$ cat config.mk
export PLATFORM = sky130hd
export DESIGN_NAME = pong_match_controller
export DESIGN_NICKNAME = d
export VERILOG_FILES = /design/src/rtl/pong_match_controller.sv
export SDC_FILE = /design/constraint.sdc
export NUM_CORES = 1
export LEC_CHECK = 0
export ABC_AREA = 1
export CORE_UTILIZATION = 35
export CTS_CLUSTER_SIZE = 10
export DETAILED_ROUTE_END_ITERATION = 10
export PLACE_DENSITY = 0.65
export REMOVE_ABC_BUFFERS = 1
export SLEW_MARGIN = 10
export SYNTH_ARGS = -nofsm -noshare
export SYNTH_HDL_FRONTEND = slang
export SYNTH_SLANG_ARGS = --single-unit
$ cat constraint.sdc
create_clock -name clock -period 2.16 [get_ports clock]
set_input_delay 0.216 -clock clock [delete_from_list [all_inputs] [get_ports clock]]
set_output_delay 0.216 -clock clock [all_outputs]
set_load 0.1 [all_outputs]
$ cat src/rtl/pong_match_controller.sv
`default_nettype none
// ============================================================================
// Module      : pong_match_controller
// Description : Match sequencer for a two-player pong game. Tracks the match
//               phase (idle, serve, play, point, game over), keeps both
//               players' scores, decides the serve direction and announces
//               the winner. All motion-control outputs are Moore-decoded from
//               the registered state.
// Revision    : 1.0 - initial release
// ----------------------------------------------------------------------------
// Parameters
//   MAX_SCORE     points that win a match (1..15)
//   SERVE_FRAMES  frame ticks spent in SERVE before play starts (1..255)
//   POINT_FRAMES  frame ticks spent in POINT before the next serve (1..255)
// Ports
//   clock         in   system clock
//   reset_n       in   asynchronous active-low reset
//   frame_tick    in   one-cycle pulse per game frame
//   start         in   start button level (already synchronised)
//   miss_top      in   pulse: ball passed paddle 2, player 1 scores
//   miss_bottom   in   pulse: ball passed paddle 1, player 2 scores
//   ball_reset    out  hold the ball at centre
//   ball_enable   out  ball motion permitted
//   paddle_enable out  paddle motion permitted
//   serve_dir     out  0 = serve toward player 1, 1 = toward player 2
//   score_1/2     out  player scores (4 bits each)
//   winner        out  00 none, 01 player 1, 10 player 2
//   state         out  current state encoding for the graphics overlay
// ============================================================================
module pong_match_controller #(
  parameter int MAX_SCORE    = 10,
  parameter int SERVE_FRAMES = 60,
  parameter int POINT_FRAMES = 30
) (
  input  logic       clock,
  input  logic       reset_n,
  input  logic       frame_tick,
  input  logic       start,
  input  logic       miss_top,
  input  logic       miss_bottom,
  output logic       ball_reset,
  output logic       ball_enable,
  output logic       paddle_enable,
  output logic       serve_dir,
  output logic [3:0] score_1,
  output logic [3:0] score_2,
  output logic [1:0] winner,
  output logic [2:0] state
);

  localparam logic [3:0] SCORE_LIMIT = 4'(MAX_SCORE);
  localparam logic [7:0] SERVE_LAST  = 8'(SERVE_FRAMES);
  localparam logic [7:0] POINT_LAST  = 8'(POINT_FRAMES);

  localparam logic [1:0] WIN_NONE = 2'b00;
  localparam logic [1:0] WIN_P1   = 2'b01;
  localparam logic [1:0] WIN_P2   = 2'b10;

  typedef enum logic [2:0] {
    ST_IDLE  = 3'd0,
    ST_SERVE = 3'd1,
    ST_PLAY  = 3'd2,
    ST_POINT = 3'd3,
    ST_OVER  = 3'd4
  } state_t;

  // --------------------------------------------------------------------------
  // Registers
  // --------------------------------------------------------------------------
  state_t     state_q,     state_d;
  logic [3:0] score_1_q,   score_1_d;
  logic [3:0] score_2_q,   score_2_d;
  logic [1:0] winner_q,    winner_d;
  logic       serve_dir_q, serve_dir_d;
  logic [7:0] frame_cnt_q, frame_cnt_d;
  logic       start_q,     start_d;
  // armed_q is low only during the first clock after reset release. It stops
  // a start button that was held through reset from looking like a fresh
  // press, since start_q itself comes out of reset at 0.
  logic       armed_q,     armed_d;

  logic       start_edge;
  logic [7:0] frame_cnt_inc;

  always_ff @(posedge clock or negedge reset_n) begin
    if (!reset_n) begin
      state_q     <= ST_IDLE;
      score_1_q   <= 4'd0;
      score_2_q   <= 4'd0;
      winner_q    <= WIN_NONE;
      serve_dir_q <= 1'b0;
      frame_cnt_q <= 8'd0;
      start_q     <= 1'b0;
      armed_q     <= 1'b0;
    end else begin
      state_q     <= state_d;
      score_1_q   <= score_1_d;
      score_2_q   <= score_2_d;
      winner_q    <= winner_d;
      serve_dir_q <= serve_dir_d;
      frame_cnt_q <= frame_cnt_d;
      start_q     <= start_d;
      armed_q     <= armed_d;
    end
  end

  // --------------------------------------------------------------------------
  // Next-state logic
  // --------------------------------------------------------------------------
  always_comb begin
    start_d       = start;
    armed_d       = 1'b1;
    start_edge    = start & ~start_q & armed_q;
    frame_cnt_inc = frame_cnt_q + 8'd1;

    state_d       = state_q;
    score_1_d     = score_1_q;
    score_2_d     = score_2_q;
    winner_d      = winner_q;
    serve_dir_d   = serve_dir_q;
    frame_cnt_d   = frame_cnt_q;

    case (state_q)
      // IDLE and OVER share the same "new match" entry. A frame_tick that
      // coincides with the start edge is deliberately not counted: the
      // counter is cleared here and counting begins once SERVE is reached.
      ST_IDLE, ST_OVER: begin
        if (start_edge) begin
          state_d     = ST_SERVE;
          score_1_d   = 4'd0;
          score_2_d   = 4'd0;
          winner_d    = WIN_NONE;
          serve_dir_d = 1'b0;
          frame_cnt_d = 8'd0;
        end
      end

      ST_SERVE: begin
        if (frame_tick) begin
          if (frame_cnt_inc == SERVE_LAST) begin
            state_d     = ST_PLAY;
            frame_cnt_d = 8'd0;
          end else begin
            frame_cnt_d = frame_cnt_inc;
          end
        end
      end

      ST_PLAY: begin
        if (miss_top && miss_bottom) begin
          // Simultaneous misses: replay the point with no score change.
          state_d     = ST_POINT;
          frame_cnt_d = 8'd0;
        end else if (miss_top) begin
          if (score_1_q != SCORE_LIMIT) begin
            score_1_d = score_1_q + 4'd1;
          end
          serve_dir_d = 1'b1;
          state_d     = ST_POINT;
          frame_cnt_d = 8'd0;
        end else if (miss_bottom) begin
          if (score_2_q != SCORE_LIMIT) begin
            score_2_d = score_2_q + 4'd1;
          end
          serve_dir_d = 1'b0;
          state_d     = ST_POINT;
          frame_cnt_d = 8'd0;
        end
      end

      // Scores are frozen in POINT, so the win test made on the first cycle
      // gives the same answer on every cycle; the winning point leaves on
      // the very next edge.
      ST_POINT: begin
        if (score_1_q == SCORE_LIMIT) begin
          state_d  = ST_OVER;
          winner_d = WIN_P1;
        end else if (score_2_q == SCORE_LIMIT) begin
          state_d  = ST_OVER;
          winner_d = WIN_P2;
        end else if (frame_tick) begin
          if (frame_cnt_inc == POINT_LAST) begin
            state_d     = ST_SERVE;
            frame_cnt_d = 8'd0;
          end else begin
            frame_cnt_d = frame_cnt_inc;
          end
        end
      end

      // Unused encodings recover to IDLE on the next clock.
      default: begin
        state_d = ST_IDLE;
      end
    endcase
  end

  // --------------------------------------------------------------------------
  // Moore outputs, decoded from the registered state only
  // --------------------------------------------------------------------------
  always_comb begin
    ball_reset    = (state_q != ST_PLAY);
    ball_enable   = (state_q == ST_PLAY);
    paddle_enable = (state_q == ST_SERVE) || (state_q == ST_PLAY);
  end

  assign serve_dir = serve_dir_q;
  assign score_1   = score_1_q;
  assign score_2   = score_2_q;
  assign winner    = winner_q;
  assign state     = state_q;

endmodule
`default_nettype wire

### Word-level counts from Yosys, hierarchy flattened

Cells that the tools add are included.

| storage, ports and cells | value |
|---|---|
| logic and storage cells | 96 |
| output and inout bits | 17 |
| flip-flop bits (word level) | 24 |
| bits of input ports | 6 |

| cells by class | value |
|---|---|
| reductions and logical operators | 13 |
| multiplexer cells | 41 |
| bitwise operators | 3 |
| eq/ne operators | 28 |
| $add $sub $neg | 3 |

Operators with widths:

| cell | number |
|---|---|
| 8-bit 2-to-1 mux | 10 |
| 4-bit 2-to-1 mux | 8 |
| 8-bit case mux with 4 select lines | 1 |
| 3-bit 2-to-1 mux | 10 |
| 2-bit inequality test, second input constant | 10 |
| 4-bit inequality test, second input constant | 4 |
| 4-bit case mux with 2 select lines | 2 |
| 3-bit case mux with 4 select lines | 1 |
| 6-bit AND reduction | 2 |
| 4-bit by 1-bit adder with 4-bit output, second input constant | 2 |
| 8-bit by 1-bit adder with 8-bit output, second input constant | 1 |
| 4-bit == test, second input constant | 2 |
| 8-bit by 5-bit == test with 1-bit output, second input constant | 1 |
| 8-bit by 6-bit == test with 1-bit output, second input constant | 1 |
| 7-bit AND reduction | 1 |
| 3-bit by 2-bit == test with 1-bit output, second input constant | 2 |
| 2-bit 2-to-1 mux | 3 |
| 3-bit inequality test, second input constant | 2 |
| 5-bit AND reduction | 1 |
| 1-bit 2-to-1 mux | 4 |
| 2-bit by 1-bit inequality test with 1-bit output, second input constant | 2 |
| 4-bit by 3-bit inequality test with 1-bit output, second input constant | 1 |
| 2-bit case mux with 2 select lines | 1 |
| 4-bit AND reduction | 1 |
| other kinds (13) | 15 |

### Longest topological paths before layout

| depth | value |
|---|---|
| word-level depth | 7 |
| gate-level depth with buffers | 13 |
| mapped depth without buffers | 13 |

### Worst setup path before layout

No wires, ideal clock.

| timing path | value |
|---|---|
| path kind | reg2reg |
| start | reg state_q[1] (netlist: state[1]) |
| end | reg frame_cnt_q[5] |
| arrival time | 2691 ps |
| buffers on the path | 0 |
| stages on the path, launching flop included | 10 |
| path slack | -657 ps |
| setup time | 126 ps |
| clock period less this slack | 2817 ps |
| data required time | 2034 ps |
| cell sequence | dfrtp_1 nand3_4 inv_2 nand3_2 nand2_2 nor2_4 nand3_4 inv_1 nand3_1 o21ai_0 |

| on the way | value |
|---|---|
| elaborated cells on any way between the ends | 15 |
| those cells by class | eq/ne (10); mux (1); reduce/logical (4) |

RTL lines:

| item | line | source |
|---|---|---|
| start, declared | 70 | `state_t state_q, state_d;` |
| start signal, assigned | 96 | `state_q <= state_d;` |
| 3-bit by 2-bit == test with 1-bit output (*) | n/a |  |
| named net ball_enable | 42 | `output logic ball_enable,` |
| 4-bit by 3-bit inequality test with 1-bit output (no source line) or 4-bit nonzero test (tied branches) | n/a |  |
| 7-bit AND reduction (no source line) | n/a |  |
| end signal, assigned | 101 | `frame_cnt_q <= frame_cnt_d;` |
| end, declared | 75 | `logic [7:0] frame_cnt_q, frame_cnt_d;` |

Mark *: on every way through the listed nets, which the timed path passes. The rest lies on a longest branch.
A chain may end at the register's enable or synchronous reset.

### Worst setup path in the final report

| timing path | value |
|---|---|
| start | reg score_1_q[0] (netlist: score_1[0]) |
| end | reg frame_cnt_q[3] |

| on the way | value |
|---|---|
| longest elaborated chain between the ends | 3 |

Ends and longest elaborated chain:

| item | line | source |
|---|---|---|
| start, declared | 71 | `logic [3:0] score_1_q, score_1_d;` |
| start signal, assigned | 97 | `score_1_q <= score_1_d;` |
| 4-bit == test | 175 | `if (score_1_q == SCORE_LIMIT) begin` |
| 2-bit inequality test (no source line) | n/a |  |
| 7-bit AND reduction (no source line) | n/a |  |

Every way passes these cells.

==> results list <==
- Status: complete, no violations
- Compound-Gate Fraction of Synth Area: 0.119
* Clock transition at the registers of the reported paths: 0.08 ns
* Most common cell type on the critical path: inv_1
- DRC marker count from the first detailed-route iteration: 99
* Synth top area cells: dfrtp_1, nand2_1, inv_1
- After layout, the minimum clock period comes to 1.86 ns.
- Post-Synthesis Cells: 198
* CP startpoint kind: flip-flop
- Final worst hold slack: 0.299 ns
* Fraction of layout instances using a drive strength above 1: 0.191
- Starting density of the core: 0.372
- Synth Area in XOR/XNOR: 0.00580
- Overall power of the completed layout: 2.77 mW
- Worst setup timing slack at the placement stage: 0.261 ns
- After detailed routing, the average wire length per cell comes to 10.9 µm.
- For this run, the post-layout net count is 240.
* Sinks on Clock Net: 24
* Proportion of netlist area held by the largest area contributor: 0.398
* Buffer type at the clock tree root: clkbuf_8
- Critical path class: flip-flop to flip-flop
* Max-slew violations: 0
- The floorplan step set the die height to 67.7 µm.
- Cell variety after synth: 27
- Detailed placement finished with a half-perimeter wire length of 2.43 mm.
* Total Wirelength: 3.01 mm
- Most common library cell in the layout ignoring fill and taps: nand2_1
* Worst path arrival time: 2.05 ns
- The worst setup path is captured at a flip-flop.
- Buffers placed on the I/O ports in this run total 22.
- Count of pins on the block boundary: 23
* Portion of the post-synthesis area used by sequential elements: 0.398
- Worst R2R End: frame_cnt_q[3]
- The synthesized design spends more area on one cell type than any other, namely dfrtp_1.
- CP Capture Point: frame_cnt_q[3]
- The number of antenna violations at the first check in global routing is 0.
* Max_cap viols: 0
* Crit share post-route: 0.860
- The final route contains 1313 vias.
* Maximum fanout count along the critical path: 7
* Detail Route Antenna Nets: 0
- Cell breakdown of the critical path: inv_1 -> ha_1 -> nand3_1 -> o21ai_0 -> inv_1 -> nor2_1 -> inv_1 -> nand3_4 -> nor2_8 -> nand2_4 -> o21ai_2
- In this run the standard cell core region covers 4060 µm².
- Measured in cells, the most critical reg-to-reg path has a length of 11.
- After detailed routing, the number of remaining DRC violations is 0.
- Excluding fillers, the count of instances in the completed layout stands at 275.
- Filler Cells Inserted: 420
- Req. time, crit path: 2.36 ns
- Clk Latency, worst-skew pair: 0.26 ns
* Cells after DPL: 272
- After detailed placement, the total cell area comes to 1790 µm².
- Worst setup slack after layout: 0.302 ns
- Global-route congestion overflow total: 0
- The analysis attributes to cell leakage a power of 0.908 nW.
- Adder-cell share of the synthesized area: 0.0580
- Mux cell area share after synthesis: 0
* Sum of negative setup slack: 0 ns
- Largest net degree at the start of global routing: 25
- Post-layout utilization of the core: 0.451
* Slack of the worst reg-to-reg path: 0.30 ns
* Final instance area: 1830 µm²
* Final clock skew: 0.00480 ns
- After synthesis, the largest family of logic cells by area is simple AND/OR/NAND/NOR gates.
- TritonCTS built the clock tree.
* Area of the die: 4580 µm²
* First drt pass iteration count: 4
- Crit path launch: score_1[0]
* Library cell contributing the largest single delay on the critical path: dfrtp_1
- CTS built an H-tree with a depth of 1.
- Vias in the first global route: 1306
* Number of synthesized register bits: 24
* Number of standard-cell rows in the floorplan: 23
- Warnings, synthesis: 0
- The mapped netlist covers 1510 µm².
- Peak supply drop: 1080 µV
- A synthesized cell averages 7.62 µm².
* Post_cts resized: 0
* Synth Area in Simple Gates: 0.333
* Overall Global Routing Usage: 0.156
- The number of hold violations in the final report came to 0.
- The first global-routing pass estimated 5.44 mm of wire.
- Number of buffers between clock root and the deepest sink: 2
- Delay of the slowest cell on the worst path: 0.41 ns
- Area grow syn2layout: 21.3%
* Total power density per cell area: 1510 nW/µm²
- Setup violations remaining at the end of the flow were counted as 0.
- After detailed routing, the number of vias per cell comes to 4.77.
- FF-to-FF Start: score_1[0]
- Die Width: 67.7 µm
- Once the clock tree was built, the setup fixing pass inserted 0 buffers.
- Most frequent cells in the layout: nand2_1, inv_1, dfrtp_1
- Number of buffers inserted for hold repair after clock tree synthesis: 0
- Setup repair after global routing left no endpoint under its margin.
- Static timing analysis puts the maximum clock frequency at 0.538 GHz.
- Cts bufs inserted: 3
- The congestion estimate from routability-driven global placement came to 0.822.
* Kind of path behind the tightest hold check: input pin to asynchronous set/reset pin
- Total inserted antenna cells: 0
[cell type report]
| type | instances | area [µm²] | share of cell area |
|---|---|---|---|
| clock buffers | 3 | 41.3 | 0.0226 |
| well taps | 50 | 62.6 | 0.0342 |
| flip-flops and latches | 24 | 601 | 0.328 |
| multi-input cells | 140 | 781 | 0.427 |
| inverters | 34 | 128 | 0.0697 |
| repair buffers | 24 | 218 | 0.119 |
[logic make-up after synthesis]
kind of cell | after synthesis
AOI/OAI and AO/OA | 29
xor gates and xnor gates | 1
adders and majority gates | 7
other | 1
and+or+nand+nor | 102
buffers and inverters | 34
DFF | 24
[routing by layer]
metal,global-route usage,share of wire
met1,0.194,0.47
met2,0.269,0.49
met3,0.0236,0.032
met4,0.0559,0.016
met5,0,0
[sequential cells by signal, summed over array words and instances (netlist names)]
signal and flops:
state 3, start_q 1, winner 2, serve_dir 1
score_1 4, armed_q 1, score_2 4, frame_cnt_q 8
[report_power, final]
group          total, mW  switching, mW  internal, mW
clock              0.255          0.130         0.125
combinational       1.85           1.39         0.463
sequential         0.662          0.120         0.542
[worst max-delay path, delay by kind of cell, from the launching register on]
kind                     cells  cell delay [ns]
AND/OR/NAND/NOR              5             0.60
flip-flops                   1             0.41
buffers and inverters        3             0.33
AO/OA/AOI/OAI                2             0.26
adder cells (fa/ha/maj)      1             0.20
[cell usage after synthesis]
master,n
a21oi_2,1
inv_2,3
nand2_2,2
o21ai_2,4
nand2_1,50
nor2_4,2
inv_1,31
a21o_1,1
nand4_1,1
dfrtp_1,24
nor2_1,15
xor2_1,1
nand3_1,23
o22ai_1,1
nand2_4,1
o21ai_0,10
a21oi_1,5
o211ai_1,1
nor2_8,1
conb_1,1
o21ai_1,3
nand3_4,2
nor2_2,4
o31ai_1,2
nand3_2,1
ha_1,7
a32oi_1,1
[how the worst min path moves through the flow]
stage / startpoint / endpoint / slack (ns) / cells after the start
floorplan: reset_n / armed_q / -0.08 / 0
finish: reset_n / score_1[0] / 0.30 / 2
CTS: reset_n / score_1[0] / 0.31 / 2
global route: reset_n / score_1[0] / 0.36 / 2
detailed placement: state[2] / state[2] / 0.50 / 2
global placement: state[2] / state[2] / 0.49 / 2
Note: power is estimated with default switching activity, not from simulation.
